## src/rtl/uart_rx_deserializer_if.sv

```systemverilog
// UART RX interface: serial line and frame configuration in, parallel word and
// one-cycle result pulses out. The slave modport is the receiver side.
interface uart_rx_deserializer_if #(
    parameter int unsigned DATA_WIDTH = 8
);
    logic                  i_rx_in;
    logic [5:0]            i_prescale;
    logic                  i_par_en;
    logic                  i_par_typ;
    logic [DATA_WIDTH-1:0] o_p_data;
    logic                  o_data_valid;
    logic                  o_par_err;
    logic                  o_stp_err;

    modport slave (
        input  i_rx_in,
        input  i_prescale,
        input  i_par_en,
        input  i_par_typ,
        output o_p_data,
        output o_data_valid,
        output o_par_err,
        output o_stp_err
    );

    modport master (
        output i_rx_in,
        output i_prescale,
        output i_par_en,
        output i_par_typ,
        input  o_p_data,
        input  o_data_valid,
        input  o_par_err,
        input  o_stp_err
    );
endinterface

```

## src/rtl/uart_rx_deserializer.sv

```systemverilog
// UART receive deserializer. Samples the serial line on an oversampling clock
// (prescale cycles per bit), assembles DATA_WIDTH bits LSB-first, optionally
// checks parity and validates the stop bit. A good frame loads o_p_data with a
// one-cycle o_data_valid pulse; a bad one gives a one-cycle error pulse instead.
//
// Optional build macro UART_RX_MAJORITY_EN: each bit is the 2-of-3 majority of
// samples at edge_cnt P/2-1, P/2 and P/2+1 instead of a single sample at P/2.
module uart_rx_deserializer #(
    parameter int unsigned DATA_WIDTH = 8
) (
    input logic                   i_clk,
    input logic                   i_rst,
    uart_rx_deserializer_if.slave rx_if
);

    localparam int unsigned BitCntW = (DATA_WIDTH > 1) ? $clog2(DATA_WIDTH) : 1;
    localparam logic [BitCntW-1:0] LastBit = BitCntW'(DATA_WIDTH - 1);

    typedef enum logic [2:0] {
        StIdle,
        StStart,
        StData,
        StParity,
        StStop
    } state_e;

    state_e state_q, state_d;

    logic [5:0]            edge_cnt_q, edge_cnt_d;
    logic [BitCntW-1:0]    bit_cnt_q, bit_cnt_d;
    logic [5:0]            prescale_q, prescale_d;
    logic                  par_en_q, par_en_d;
    logic                  par_typ_q, par_typ_d;
    logic [DATA_WIDTH-1:0] shift_q, shift_d;
    logic                  sample_q, sample_d;
    logic                  par_mismatch_q, par_mismatch_d;

    logic [DATA_WIDTH-1:0] p_data_q, p_data_d;
    logic                  data_valid_q, data_valid_d;
    logic                  par_err_q, par_err_d;
    logic                  stp_err_q, stp_err_d;

`ifdef UART_RX_MAJORITY_EN
    logic samp_a_q, samp_a_d;
    logic samp_b_q, samp_b_d;
`endif

    logic       rx;
    logic [5:0] half_p;
    logic       bit_end;

    assign rx      = rx_if.i_rx_in;
    assign half_p  = {1'b0, prescale_q[5:1]};
    assign bit_end = (edge_cnt_q == (prescale_q - 6'd1));

    // Next-state, counters, bit sampling and frame resolution.
    always_comb begin
        state_d        = state_q;
        edge_cnt_d     = edge_cnt_q;
        bit_cnt_d      = bit_cnt_q;
        prescale_d     = prescale_q;
        par_en_d       = par_en_q;
        par_typ_d      = par_typ_q;
        shift_d        = shift_q;
        sample_d       = sample_q;
        par_mismatch_d = par_mismatch_q;
        p_data_d       = p_data_q;
        data_valid_d   = 1'b0;
        par_err_d      = 1'b0;
        stp_err_d      = 1'b0;
`ifdef UART_RX_MAJORITY_EN
        samp_a_d       = samp_a_q;
        samp_b_d       = samp_b_q;
`endif

        // Bit-period counter runs in every state except IDLE.
        if (state_q != StIdle) begin
            edge_cnt_d = bit_end ? 6'd0 : (edge_cnt_q + 6'd1);
        end

`ifdef UART_RX_MAJORITY_EN
        // Two early samples are held; the third is the live line at P/2+1.
        if (state_q != StIdle) begin
            if (edge_cnt_q == (half_p - 6'd1)) begin
                samp_a_d = rx;
            end
            if (edge_cnt_q == half_p) begin
                samp_b_d = rx;
            end
            if (edge_cnt_q == (half_p + 6'd1)) begin
                sample_d = (samp_a_q & samp_b_q) | (samp_a_q & rx) | (samp_b_q & rx);
            end
        end
`else
        if ((state_q != StIdle) && (edge_cnt_q == half_p)) begin
            sample_d = rx;
        end
`endif

        case (state_q)
            StIdle: begin
                if (!rx) begin
                    state_d        = StStart;
                    edge_cnt_d     = 6'd0;
                    bit_cnt_d      = '0;
                    par_mismatch_d = 1'b0;
                    // Frame configuration is frozen for the whole frame.
                    prescale_d     = rx_if.i_prescale;
                    par_en_d       = rx_if.i_par_en;
                    par_typ_d      = rx_if.i_par_typ;
                end
            end

            StStart: begin
                if (bit_end) begin
                    // A high mid-bit sample means the low level was a glitch.
                    state_d = sample_q ? StIdle : StData;
                end
            end

            StData: begin
                if (bit_end) begin
                    // Shift right so the first received bit ends up in bit 0.
                    shift_d                 = shift_q >> 1;
                    shift_d[DATA_WIDTH-1]   = sample_q;
                    if (bit_cnt_q == LastBit) begin
                        bit_cnt_d = '0;
                        state_d   = par_en_q ? StParity : StStop;
                    end else begin
                        bit_cnt_d = bit_cnt_q + 1'b1;
                    end
                end
            end

            StParity: begin
                if (bit_end) begin
                    par_mismatch_d = sample_q ^ (^shift_q) ^ par_typ_q;
                    state_d        = StStop;
                end
            end

            StStop: begin
                if (bit_end) begin
                    state_d = StIdle;
                    // A framing error takes precedence over a parity error.
                    if (!sample_q) begin
                        stp_err_d = 1'b1;
                    end else if (par_mismatch_q) begin
                        par_err_d = 1'b1;
                    end else begin
                        data_valid_d = 1'b1;
                        p_data_d     = shift_q;
                    end
                end
            end

            default: begin
                state_d = StIdle;
            end
        endcase
    end

    // FSM state register.
    always_ff @(posedge i_clk or posedge i_rst) begin
        if (i_rst) begin
            state_q <= StIdle;
        end else begin
            state_q <= state_d;
        end
    end

    // Counters, latched configuration and the receive datapath.
    always_ff @(posedge i_clk or posedge i_rst) begin
        if (i_rst) begin
            edge_cnt_q     <= 6'd0;
            bit_cnt_q      <= '0;
            prescale_q     <= 6'd8;
            par_en_q       <= 1'b0;
            par_typ_q      <= 1'b0;
            shift_q        <= '0;
            sample_q       <= 1'b1;
            par_mismatch_q <= 1'b0;
`ifdef UART_RX_MAJORITY_EN
            samp_a_q       <= 1'b1;
            samp_b_q       <= 1'b1;
`endif
        end else begin
            edge_cnt_q     <= edge_cnt_d;
            bit_cnt_q      <= bit_cnt_d;
            prescale_q     <= prescale_d;
            par_en_q       <= par_en_d;
            par_typ_q      <= par_typ_d;
            shift_q        <= shift_d;
            sample_q       <= sample_d;
            par_mismatch_q <= par_mismatch_d;
`ifdef UART_RX_MAJORITY_EN
            samp_a_q       <= samp_a_d;
            samp_b_q       <= samp_b_d;
`endif
        end
    end

    // Registered outputs: held word and one-cycle result pulses.
    always_ff @(posedge i_clk or posedge i_rst) begin
        if (i_rst) begin
            p_data_q     <= '0;
            data_valid_q <= 1'b0;
            par_err_q    <= 1'b0;
            stp_err_q    <= 1'b0;
        end else begin
            p_data_q     <= p_data_d;
            data_valid_q <= data_valid_d;
            par_err_q    <= par_err_d;
            stp_err_q    <= stp_err_d;
        end
    end

    assign rx_if.o_p_data     = p_data_q;
    assign rx_if.o_data_valid = data_valid_q;
    assign rx_if.o_par_err    = par_err_q;
    assign rx_if.o_stp_err    = stp_err_q;

endmodule
```

## src/flat_wrapper.sv

```systemverilog
// flat-port wrapper written by rule: the top's interface ports become plain ports
module uart_rx_deserializer_flat 
#(
    parameter int unsigned DATA_WIDTH = 8
)
  (i_clk, i_rst, rx_if_i_rx_in, rx_if_i_prescale, rx_if_i_par_en, rx_if_i_par_typ, rx_if_o_p_data, rx_if_o_data_valid, rx_if_o_par_err, rx_if_o_stp_err);
  uart_rx_deserializer_if #(.DATA_WIDTH(DATA_WIDTH)) rx_if_i ();
  input logic i_clk;
  input logic i_rst;
  input wire logic [$bits(rx_if_i.i_rx_in)-1:0] rx_if_i_rx_in;
  input wire logic [$bits(rx_if_i.i_prescale)-1:0] rx_if_i_prescale;
  input wire logic [$bits(rx_if_i.i_par_en)-1:0] rx_if_i_par_en;
  input wire logic [$bits(rx_if_i.i_par_typ)-1:0] rx_if_i_par_typ;
  output wire logic [$bits(rx_if_i.o_p_data)-1:0] rx_if_o_p_data;
  output wire logic [$bits(rx_if_i.o_data_valid)-1:0] rx_if_o_data_valid;
  output wire logic [$bits(rx_if_i.o_par_err)-1:0] rx_if_o_par_err;
  output wire logic [$bits(rx_if_i.o_stp_err)-1:0] rx_if_o_stp_err;
  assign rx_if_i.i_rx_in = rx_if_i_rx_in;
  assign rx_if_i.i_prescale = rx_if_i_prescale;
  assign rx_if_i.i_par_en = rx_if_i_par_en;
  assign rx_if_i.i_par_typ = rx_if_i_par_typ;
  assign rx_if_o_p_data = rx_if_i.o_p_data;
  assign rx_if_o_data_valid = rx_if_i.o_data_valid;
  assign rx_if_o_par_err = rx_if_i.o_par_err;
  assign rx_if_o_stp_err = rx_if_i.o_stp_err;
  uart_rx_deserializer #(.DATA_WIDTH(DATA_WIDTH)) u_core (.i_clk(i_clk), .i_rst(i_rst), .rx_if(rx_if_i));
endmodule
```

## config.mk

```make
export PLATFORM = sky130hd
export DESIGN_NAME = uart_rx_deserializer_flat
export DESIGN_NICKNAME = d
export VERILOG_FILES = /design/src/rtl/uart_rx_deserializer_if.sv /design/src/rtl/uart_rx_deserializer.sv /design/src/flat_wrapper.sv
export SDC_FILE = /design/constraint.sdc
export NUM_CORES = 1
export LEC_CHECK = 0
export CORE_MARGIN = 5
export CORE_UTILIZATION = 44
export DETAILED_ROUTE_END_ITERATION = 10
export PLACE_DENSITY = 0.67
export SKIP_CTS_REPAIR_TIMING = 1
export SLEW_MARGIN = 20
export SYNTH_ARGS = -nofsm -noshare
export SYNTH_HDL_FRONTEND = slang
export SYNTH_SLANG_ARGS = --single-unit
```

## constraint.sdc

```tcl
create_clock -name i_clk -period 5.7 [get_ports i_clk]
set_clock_uncertainty 0.1 [all_clocks]
set_input_delay 1.14 -clock i_clk [delete_from_list [all_inputs] [get_ports i_clk]]
set_output_delay 1.14 -clock i_clk [all_outputs]
set_load 0.01 [all_outputs]
```

==> results.txt <==
Status = finished, final reports clean
Row Count = 25
Die footprint = 6430 µm²
Startpoint Class = input port
Vias in the first global route = 1,521
Syn Inst Count = 200
Delay-heaviest family, CP = simple AND/OR/NAND/NOR gates
Clk_lat worst skew = 290 ps
Die width = 80.2 µm
Critical Path AT = 2960 ps
Critical Path Source = rx_if_i_rx_in
Reg-to-reg setup timing slack = 2990 ps
Sinks on Clock Net = 41
CTS tree = built
Routed Wire Length = 4030 µm
N_diodes = 0
Vias per cell = 5.14
Clock buffer count from CTS = 5
Clock transition at path regs = 80 ps
Slew @ Worst Pin = 844 ps
Crit-path cells = clkdlybuf4s50_1 -> inv_1 -> nor2_1 -> or2_2 -> or4b_2 -> o221ai_1
Final routed DRC violation total = 0
Antenna violations before repair = 0
Fillers = 433
DR iter-0 viols = 214
Critical R2R Launch = u_core.prescale_q[0]
Hold Path Class = reg2reg
Routed len/inst = 14.0 µm
Final min period = 2870 ps
Synth warn = 0
Post-synthesis sequential area ratio = 47.5%
GRT Overall Usage = 14.2%
Critical path depth = 6
Fin crit share = 50.3%
Via count = 1,480
Post-synth cell types = 44
# nets final = 235
Initial Util = 45.6%
Critical Path End = u_core.state_q[0]
Sum Neg Setup Slack = 0 ps
Final hold viol count = 0
Synth Net Count = 215
Mean Syn Cell Area = 10.8 µm²
PwrDens = 476 nW/µm²
Crit. End Element = register
Fraction of layout cells with a size suffix above 1 = 17.2%
Number of routed nets with antenna violations = 0
Normalized max-slew margin = 43.4%
Top Ports = 22
Pleak = 1.12 nW
RR Endpoint = u_core.edge_cnt_q[2]
PortBufs = 21
Dpl hpwl = 2730 µm
Area growth syn-to-layout = 16.1%
Worst hold slack = 398 ps
Seq cells post-synth = 41
GRT Residual Overflow = 0
Core ar. = 4750 µm²
Max Fclk = 349 MHz
CP bufs+invs = 2
Max-cap violations = 0
Global-route wire length before repair = 7110 µm
Die Y = 80.2 µm
WP data required = 5800 ps
Register area = 1030 µm²
Drt first pass iters = 4
H-Tree Depth = 2
Area of the multi-input gates = 1060 µm²
Worst-path fanout max = 7
Max stage delay on crit path = 630 ps
CP max-delay cell = or4b_2
Mapped cell area = 2170 µm²
Global placer's final weighted congestion = 0.888
Final Setup Violations = 0
Root buf cell = clkbuf_8
Crit Path Category = in2reg
RSZ-0062 raised after global routing = no
Worst VDD drop = 0.223 mV
Max-slew violations = 0
Largest net degree at the start of global routing = 42
Worst R2R Path Depth = 7
Maximum buffer depth of the clock tree = 2
==> how the worst min path moves through the flow <==
stage / cells past startpoint / end / startpoint / slack [ps]
after floorplan: 2 / u_core.par_en_q / u_core.par_en_q / 350
after global placement: 2 / u_core.par_typ_q / u_core.par_typ_q / 390
after detailed placement: 2 / u_core.par_typ_q / u_core.par_typ_q / 390
after CTS: 2 / u_core.par_typ_q / u_core.par_typ_q / 410
after global routing: 1 / u_core.rx_if.o_p_data[0] / u_core.rx_if.o_p_data[0] / 430
final: 2 / u_core.par_typ_q / u_core.par_typ_q / 400
==> final cells by class <==
type | instances | area share [%]
Multi-Input combinational cell | 143 | 42.2
Sequential cell | 41 | 40.9
Timing Repair Buffer | 22 | 8.66
Tap cell | 67 | 3.33
Clock buffer | 6 | 3.28
Inverter | 7 | 1.04
Clock inverter | 2 | 0.547
==> report_power, final <==
group | internal [mW] | total (mW) | switching (mW) | leakage, nW
clock | 0.0981 | 0.198 | 0.100 | 0.0512
combinational | 0.234 | 0.509 | 0.276 | 0.536
sequential | 0.373 | 0.491 | 0.118 | 0.535
total | 0.704 | 1.20 | 0.494 | 1.12
==> cell usage in the layout, fill, tap and decap left out, drive strengths merged, types with 3 or more instances in the layout <==
cell type / instances
inv: 7
nand2: 36
nor2: 5
nand2b: 3
o21ai: 8
o31ai: 3
clkdlybuf4s50: 21
or2: 3
mux2i: 3
xnor2: 15
mux2: 17
clkbuf: 6
ha: 4
xor2: 7
nor3: 11
dfrtp: 39
==> flip-flops by register name, indices dropped and copies added, names as in the netlist <==
name,count
u_core.rx_if.o_p_data,8
u_core.shift_q,8
u_core.edge_cnt_q,6
u_core.prescale_q,6
u_core.bit_cnt_q,3
u_core.state_q,3
u_core.par_en_q,1
u_core.par_mismatch_q,1
u_core.par_typ_q,1
u_core.rx_if.o_data_valid,1
u_core.rx_if.o_par_err,1
u_core.rx_if.o_stp_err,1
u_core.sample_q,1
==> cells in the mapped netlist (all sizes together) <==
cell	count	area [µm²]
o31ai	3	27.5
nand2b	3	18.8
nor3	11	66.3
a21oi	2	10.0
o311ai	1	8.76
nand4	1	6.26
or4b	1	10.0
xnor2	15	131
dfstp	2	52.6
mux2	17	218
xor2	7	61.3
and2	1	6.26
a221o	1	10.0
o21bai	1	7.51
or3	1	6.26
or2b	1	7.51
nor2	5	18.8
o221ai	1	8.76
a32o	1	10.0
or4	2	22.5
o41ai	2	17.5
nand3	2	10.0
nand3b	1	7.51
nor2b	2	12.5
clkbuf	5	18.8
or2	3	18.8
ha	4	50.1
o21ai	8	40.0
inv	7	26.3
mux2i	3	30.0
o2111ai	2	35.0
o211ai	2	15.0
o21a	1	7.51
nand2	36	135
nor4	2	27.5
buf	4	31.3
dfrtp	39	976
==> kinds of logic after synthesis <==
| family | Yosys count | share of synthesized area [%] |
|---|---|---|
| xor+xnor | 22 | 8.89 |
| mux | 20 | 11.4 |
| compound gates | 25 | 9.12 |
| buf+inv | 16 | 3.52 |
| flops | 41 | 47.5 |
| fa+ha+maj | 4 | 2.31 |
| simple gates | 72 | 17.3 |
==> through the flow <==
stage               area [µm²]  total power [mW]  instances  worst slack [ps]  utilization [%]
finish                    2510              1.20        288              2830             52.9
global route              2510              1.29        288              2770             52.9
CTS                       2510              1.21        288              2850             52.9
detailed placement        2420             0.999        280              2600             50.9
global placement          2420             0.986        280              2650             50.9
floorplan                 2170             0.904        200              3160                -
==> worst reg2reg max path: cells and delay by family, from the launching register on <==
family | cells | cell delay [ps]
flops | 1 | 420
simple gates | 1 | 130
compound gates | 4 | 1620
buf+inv | 1 | 80
fa+ha+maj | 1 | 230
==> routing by layer <==
layer  global-route usage (%)  wire length (µm)  vias up  share of wire [%]
li1                         -                 -      731                  -
met1                     19.9              1950      713                 48
met2                     21.1              1920       34                 48
met3                     3.03               130        2                3.2
met4                     6.08                36        0               0.89
met5                        0                 0        -                  0
Note: power is estimated with default switching activity, not from simulation.
